==> src/rtl/hazard_scoreboard.sv <==
// hazard_scoreboard: decode-side RAW hazard unit for the in-order core.
// Shift-register scoreboard of in-flight writes, stall/flush control, and
// a three-state control FSM (RUN / STALL / FLUSH).
//
// Optional feature macro: FORWARD_EN
//   defined   -> youngest-match forwarding selects, stall only on load-use
//                or on matches too old to forward
//   undefined -> any scoreboard match stalls; fwd_sel_* tied to zero
//
// Ports:
//   clk          rising-edge clock for all state
//   reset        synchronous, active-high
//   id_rd_en     decode source enables {rs2, rs1}
//   id_rs1/2     decode source indices
//   id_we/id_rd  decode destination write enable / index
//   id_is_load   decode instruction is a load
//   jumping      control transfer resolved in E this cycle
//   stall_F      hold PC
//   stall_D      hold F/D register
//   flush_D      kill F/D contents
//   flush_E      bubble into D/E register
//   busy_mask    per-register "write in flight" bits (bit 0 always 0)
//   fsm_state    00 RUN, 01 STALL, 10 FLUSH
//   stall_count  saturating count of stall_D cycles
//   fwd_sel_rs1/2 forwarding selects (0 = register file, k+1 = entry k)

module hazard_scoreboard #(
    parameter int NUM_REGS     = 32,
    parameter int REG_AW       = 5,
    parameter int PIPE_DEPTH   = 3,
    parameter int WB_BYPASS    = 1,
    parameter int FLUSH_CYCLES = 1,
    parameter int CNT_W        = 16
) (
    input  logic                clk,
    input  logic                reset,
    input  logic [1:0]          id_rd_en,
    input  logic [REG_AW-1:0]   id_rs1,
    input  logic [REG_AW-1:0]   id_rs2,
    input  logic                id_we,
    input  logic [REG_AW-1:0]   id_rd,
    input  logic                id_is_load,
    input  logic                jumping,
    output logic                stall_F,
    output logic                stall_D,
    output logic                flush_D,
    output logic                flush_E,
    output logic [NUM_REGS-1:0] busy_mask,
    output logic [1:0]          fsm_state,
    output logic [CNT_W-1:0]    stall_count,
    output logic [1:0]          fwd_sel_rs1,
    output logic [1:0]          fwd_sel_rs2
);

    localparam logic [1:0] S_RUN   = 2'b00;
    localparam logic [1:0] S_STALL = 2'b01;
    localparam logic [1:0] S_FLUSH = 2'b10;

    // Entries below HZ_LIM can collide; the WB entry is excluded when the
    // register file writes before it reads.
    localparam int HZ_LIM = (WB_BYPASS != 0) ? PIPE_DEPTH - 1 : PIPE_DEPTH;

    // Counter holds the number of FLUSH-state cycles still to follow.
    localparam int FCNT_W = (FLUSH_CYCLES > 2) ? $clog2(FLUSH_CYCLES - 1) : 1;
    localparam logic [FCNT_W-1:0] FCNT_LOAD =
        FCNT_W'((FLUSH_CYCLES > 1) ? FLUSH_CYCLES - 2 : 0);

    // Scoreboard entries {valid, rd, load}; entry 0 = E stage
    logic [PIPE_DEPTH-1:0] r_vld;
    logic [PIPE_DEPTH-1:0] r_ld;
    logic [REG_AW-1:0]     r_rd [PIPE_DEPTH];

    logic [1:0]            r_state;
    logic [FCNT_W-1:0]     r_fcnt;
    logic [CNT_W-1:0]      r_stall_cnt;

    logic [1:0]            w_state_nxt;
    logic [FCNT_W-1:0]     w_fcnt_nxt;
    logic [PIPE_DEPTH-1:0] w_m1;
    logic [PIPE_DEPTH-1:0] w_m2;
    logic                  w_block;
    logic                  w_raw;
    logic                  w_hazard;
    logic                  w_load;
    logic [NUM_REGS-1:0]   w_busy;

    // ---------------- source / entry matching ----------------
    always_comb begin
        w_m1 = '0;
        w_m2 = '0;
        for (int k = 0; k < PIPE_DEPTH; k++) begin
            if (k < HZ_LIM) begin
                w_m1[k] = id_rd_en[0] && (id_rs1 != '0) &&
                          r_vld[k] && (r_rd[k] == id_rs1);
                w_m2[k] = id_rd_en[1] && (id_rs2 != '0) &&
                          r_vld[k] && (r_rd[k] == id_rs2);
            end
        end
    end

`ifdef FORWARD_EN
    logic [1:0] w_sel1;
    logic [1:0] w_sel2;
    logic       w_lu1;
    logic       w_lu2;
    logic       w_deep;

    // Descending scan so the youngest (lowest k) match is the one kept.
    always_comb begin
        w_sel1 = 2'd0;
        w_sel2 = 2'd0;
        w_lu1  = 1'b0;
        w_lu2  = 1'b0;
        w_deep = 1'b0;
        for (int k = PIPE_DEPTH - 1; k >= 0; k--) begin
            if (w_m1[k]) begin
                w_sel1 = (k < 3) ? 2'(k + 1) : 2'd0;
                w_lu1  = (k == 0) && r_ld[0];
            end
            if (w_m2[k]) begin
                w_sel2 = (k < 3) ? 2'(k + 1) : 2'd0;
                w_lu2  = (k == 0) && r_ld[0];
            end
            // Only three forwarding paths exist; older matches must stall.
            if (k >= 3) begin
                w_deep = w_deep | w_m1[k] | w_m2[k];
            end
        end
    end

    assign w_raw       = w_lu1 | w_lu2 | w_deep;
    assign fwd_sel_rs1 = w_sel1;
    assign fwd_sel_rs2 = w_sel2;
`else
    logic w_unused_ld;

    // Load tag is carried in the entries but only consumed by forwarding.
    assign w_unused_ld = ^r_ld;
    assign w_raw       = (|w_m1) | (|w_m2);
    assign fwd_sel_rs1 = 2'd0;
    assign fwd_sel_rs2 = 2'd0;
`endif

    // A jump (or an ongoing flush) kills decode, so it can never stall.
    assign w_block  = jumping || (r_state == S_FLUSH);
    assign w_hazard = w_raw && !w_block;
    assign w_load   = id_we && (id_rd != '0) && !w_hazard && !w_block;

    // ---------------- scoreboard shift ----------------
    always_ff @(posedge clk) begin
        if (reset) begin
            r_vld <= '0;
            r_ld  <= '0;
            for (int k = 0; k < PIPE_DEPTH; k++) begin
                r_rd[k] <= '0;
            end
        end else begin
            for (int k = PIPE_DEPTH - 1; k > 0; k--) begin
                r_vld[k] <= r_vld[k-1];
                r_ld[k]  <= r_ld[k-1];
                r_rd[k]  <= r_rd[k-1];
            end
            r_vld[0] <= w_load;
            r_ld[0]  <= w_load && id_is_load;
            r_rd[0]  <= id_rd;
        end
    end

    // ---------------- busy mask ----------------
    always_comb begin
        w_busy = '0;
        for (int k = 0; k < PIPE_DEPTH; k++) begin
            if (r_vld[k]) begin
                w_busy[r_rd[k]] = 1'b1;
            end
        end
        w_busy[0] = 1'b0;
    end

    assign busy_mask = w_busy;

    // ---------------- FSM: state register ----------------
    always_ff @(posedge clk) begin
        if (reset) begin
            r_state <= S_RUN;
            r_fcnt  <= '0;
        end else begin
            r_state <= w_state_nxt;
            r_fcnt  <= w_fcnt_nxt;
        end
    end

    // ---------------- FSM: next state ----------------
    always_comb begin
        w_state_nxt = r_state;
        w_fcnt_nxt  = r_fcnt;
        case (r_state)
            S_FLUSH: begin
                if (jumping) begin
                    w_fcnt_nxt = FCNT_LOAD;
                end else if (r_fcnt == '0) begin
                    w_state_nxt = S_RUN;
                end else begin
                    w_fcnt_nxt = r_fcnt - FCNT_W'(1);
                end
            end
            default: begin
                if (jumping && (FLUSH_CYCLES > 1)) begin
                    w_state_nxt = S_FLUSH;
                    w_fcnt_nxt  = FCNT_LOAD;
                end else if (w_hazard) begin
                    w_state_nxt = S_STALL;
                end else begin
                    w_state_nxt = S_RUN;
                end
            end
        endcase
    end

    // ---------------- FSM: outputs ----------------
    always_comb begin
        stall_F   = w_hazard;
        stall_D   = w_hazard;
        flush_E   = w_hazard;
        flush_D   = w_block;
        fsm_state = r_state;
    end

    // ---------------- stall counter ----------------
    always_ff @(posedge clk) begin
        if (reset) begin
            r_stall_cnt <= '0;
        end else if (w_hazard && (r_stall_cnt != '1)) begin
            r_stall_cnt <= r_stall_cnt + CNT_W'(1);
        end
    end

    assign stall_count = r_stall_cnt;

endmodule

==> config.mk <==
export PLATFORM = sky130hd
export DESIGN_NAME = hazard_scoreboard
export DESIGN_NICKNAME = d
export VERILOG_FILES = /design/src/rtl/hazard_scoreboard.sv
export SDC_FILE = /design/constraint.sdc
export NUM_CORES = 1
export LEC_CHECK = 0
export ABC_CLOCK_PERIOD_IN_PS = 5600
export CAP_MARGIN = 10
export CORE_MARGIN = 5
export CORE_UTILIZATION = 45
export CTS_CLUSTER_DIAMETER = 80
export CTS_CLUSTER_SIZE = 30
export DETAILED_ROUTE_END_ITERATION = 12
export PLACE_DENSITY = 0.76
export REMOVE_ABC_BUFFERS = 1
export SETUP_SLACK_MARGIN = 0.1
export SLEW_MARGIN = 0
export SYNTH_ARGS = -nofsm -noshare
export SYNTH_HDL_FRONTEND = slang
export SYNTH_SLANG_ARGS = --single-unit
==> constraint.sdc <==
create_clock -name clk -period 5.6 [get_ports clk]
set_clock_uncertainty 0.1 [all_clocks]
set_input_delay 0.56 -clock clk [delete_from_list [all_inputs] [get_ports clk]]
set_output_delay 0.56 -clock clk [all_outputs]
set_load 0.02 [all_outputs]
==> run_results.csv <==
group,metric,value,unit
yosys,yosysSeqAreaShare,27.9,%
clock_tree,post_cts_resized,0,
route,drtIter0Drc,227,
final_layout,final_cell_mix,"72 x clkdlybuf4s50_1, 69 x nand2_1, 35 x dfxtp_1",
worst_setup_path,cp.buffers_inverters,3,
route,drcViolationCount,0,
power_and_ir_drop,p_leak,1.30,nW
placement,io_buffers,72,
worst_setup_path,regToRegEndpoint,"stall_count[10]",
final_layout,fill_cells,515,
worst_setup_path,crit_path_frequent_cell,"clkdlybuf4s50_1",
clock_tree,cts_hold_buf,0,
grt,grt_usage,19.7,%
worst_setup_path,r2r_cells,7,
yosys,ys.warnings.count,0,
yosys,synth_edf_count,0,
yosys,syn_inst,335,
run_status,status,"completed",
worst_setup_path,end_kind,"output port",
timing,fin_crit_sh,62.5,%
power_and_ir_drop,ir_drop,0.000113,V
grt,grt_pass1_wl,11800,um
clock_tree,cts_tree,"yes",
hold_path,hold_end,"stall_count[15]",
yosys,syn_area_per_cell,7.49,sq um
clock_tree,clkSinkCount,35,
hold_path,min-delay-path-class,"register to register",
hold_path,hold_depth,2,
die,core_area,5470,sq um
die,die_h,84.7,um
final_layout,finalInstanceArea,3270,sq um
final_layout,multi_input_area,1600,sq um
timing,max_slew.worst_pin.slew,1.10,ns
clock_tree,cts_root_buffer,"clkbuf_8",
timing,holdWs,0.405,ns
grt,grt_max_degree,36,
worst_setup_path,path_cells,"clkdlybuf4s50_1 > xor2_1 > nor4_2 > a32oi_1 > o32a_4 > inv_1 > clkdlybuf4s50_1",
clock_tree,cts_buffer_depth,2,
final_layout,drive_above_1_share,3.86,%
route,vias,2561,
timing,finalCriticalPeriod,3.50,ns
worst_setup_path,crit_slowest_cell,"clkdlybuf4s50_1",
worst_setup_path,r2r_start,"stall_count[0]",
placement,gp_congestion,0.878,
grt,grt_pass1_vias,2445,
worst_setup_path,required,4.94,ns
yosys,yosys.area.top_type_share,27.9,%
flow_run,maxCapViolCount,0,
worst_setup_path,critPathKind,"input pin to output port",
die,io_pins,80,
route,routedWlPerCell,15.3,um
route,dr.pass1.iters,5,
yosys,synth-seq-cells,35,
die,start_util,45.8,%
yosys,yosys-top-cells-area,"dfxtp_1 28%, nand2_1 10%, a22oi_1 8.7%, xor2_1 5.9%, nor2b_1 4.2%",
hold_path,hp-start,"stall_count[15]",
clock_tree,clk_pin_slew,0.07,ns
clock_tree,clk_latency,0.29,ns
timing,maxSlewViolCount,0,
worst_setup_path,crit_arrival,2.84,ns
yosys,synth_top_area_cell,"dfxtp_1",
placement,dp_hpwl,5080,um
final_layout,ff_latch_area,701,sq um
clock_tree,post_cts_buffers,0,
route,antenna_left,0,
yosys,ys_async_sr_fraction,0,%
final_layout,area_growth,30.2,%
worst_setup_path,crit_path_max_incr_delay,0.62,ns
die,die-area,7170,sq um
clock_tree,cts_made_buffers,5,
worst_setup_path,cp_top_family,"buffers and inverters",
grt,antenna_found_initial,0,
placement,placed_cell_area,3150,sq um
final_layout,antenna_cells,0,
final_layout,final_common_cell,"clkdlybuf4s50_1",
clock_tree,htreeDepth,2,
timing,rsz0062_at_grt,"no",
timing,tns,0,ns
worst_setup_path,cp-start-kind,"input pin",
timing,fmaxAchievable,286,MHz
die,row_count,27,
timing,finalSetupViolCount,0,
timing,finalHoldViolCount,0,
die,die_width,84.7,um
worst_setup_path,cp_max_fo,8,
worst_setup_path,r2r_slack,3.15,ns
route,wirelength,7070,um
yosys,synth-main-ff-cell,"dfxtp_1",
grt,grt.overflow.total,0,
power_and_ir_drop,power.density,172,nW/um^2
route,vias_per_cell,5.56,
yosys,syn_area,2510,sq um
yosys,ys_types,44,
timing,slew_headroom,26.7,%
final_layout,layout.nets,411,
power_and_ir_drop,power,0.000563,W
## Yosys cell counts (9+ instances only)
| cell | count |
|---|---|
| xor2_1 | 17 |
| nor3b_1 | 13 |
| clkbuf_1 | 12 |
| a21oi_1 | 14 |
| dfxtp_1 | 35 |
| nor2b_1 | 17 |
| or3_1 | 11 |
| buf_4 | 11 |
| a22oi_1 | 29 |
| nor2_1 | 12 |
| o21ai_0 | 9 |
| nand2_1 | 69 |
## flip-flops by register name, indices dropped and copies added, names as in the netlist
signal,cells
stall_count,16
r_rd,15
r_vld,3
fsm_state,1
## worst min-delay path, delay by kind of cell, from the launching register on
family          cells  cell delay, ns
flops               1            0.33
compound gates      2            0.13
## how the worst max path moves through the flow
stage                   end  slack, ns      start  cells past startpoint
floorplan           flush_E       3.05  id_rs2[4]                      5
global placement    stall_F       2.11  id_rs2[4]                      7
detailed placement  stall_D       2.10  id_rs2[4]                      7
CTS                 stall_D       2.09  id_rs2[4]                      7
global route        stall_D       1.91  id_rs2[1]                      7
finish              stall_D       2.10  id_rs2[4]                      7
## layout make-up
type / instances / share of cell area (%)
tap: 72 / 2.76
clock inverter: 2 / 1.07
timing repair buffer: 73 / 22.3
inverter: 7 / 0.804
multi-input combinational: 266 / 49.1
clock buffer: 6 / 2.53
sequential: 35 / 21.4
## report_power, final
group	internal, W	switching, W
sequential	0.000254	0.0000124
combinational	0.0000302	0.0000312
clock	0.000144	0.0000919
## logic make-up after synthesis
group / Yosys count / share of synthesized area (%)
and+or+nand+nor: 166 / 35.3
AOI/OAI and AO/OA: 71 / 19.6
buffers and inverters: 39 / 8.88
DFF: 35 / 27.9
xor gates and xnor gates: 21 / 7.33
adders and majority gates: 1 / 0.499
other: 1 / 0.149
muxes: 1 / 0.399
## layer usage
metal / wire length (um) / global-route usage (%) / part of all wire (%) / vias up
met1: 3030 / 25.0 / 43 / 1136
met5: 0 / 0 / 0 / -
met4: 119 / 6.33 / 1.7 / 0
met2: 3160 / 31.7 / 45 / 135
met3: 757 / 6.28 / 11 / 15
li1: - / - / - / 1275
## through the flow
step	cells	setup WS, ns	utilization, %
2_1_floorplan	308	3.05	-
3_3_place_gp	453	2.11	57.5
3_5_place_dp	453	2.10	57.5
4_1_cts	461	2.09	59.7
5_1_grt	461	1.91	59.7
6_report	461	2.10	59.7
Power figures use the tool's default switching activity.
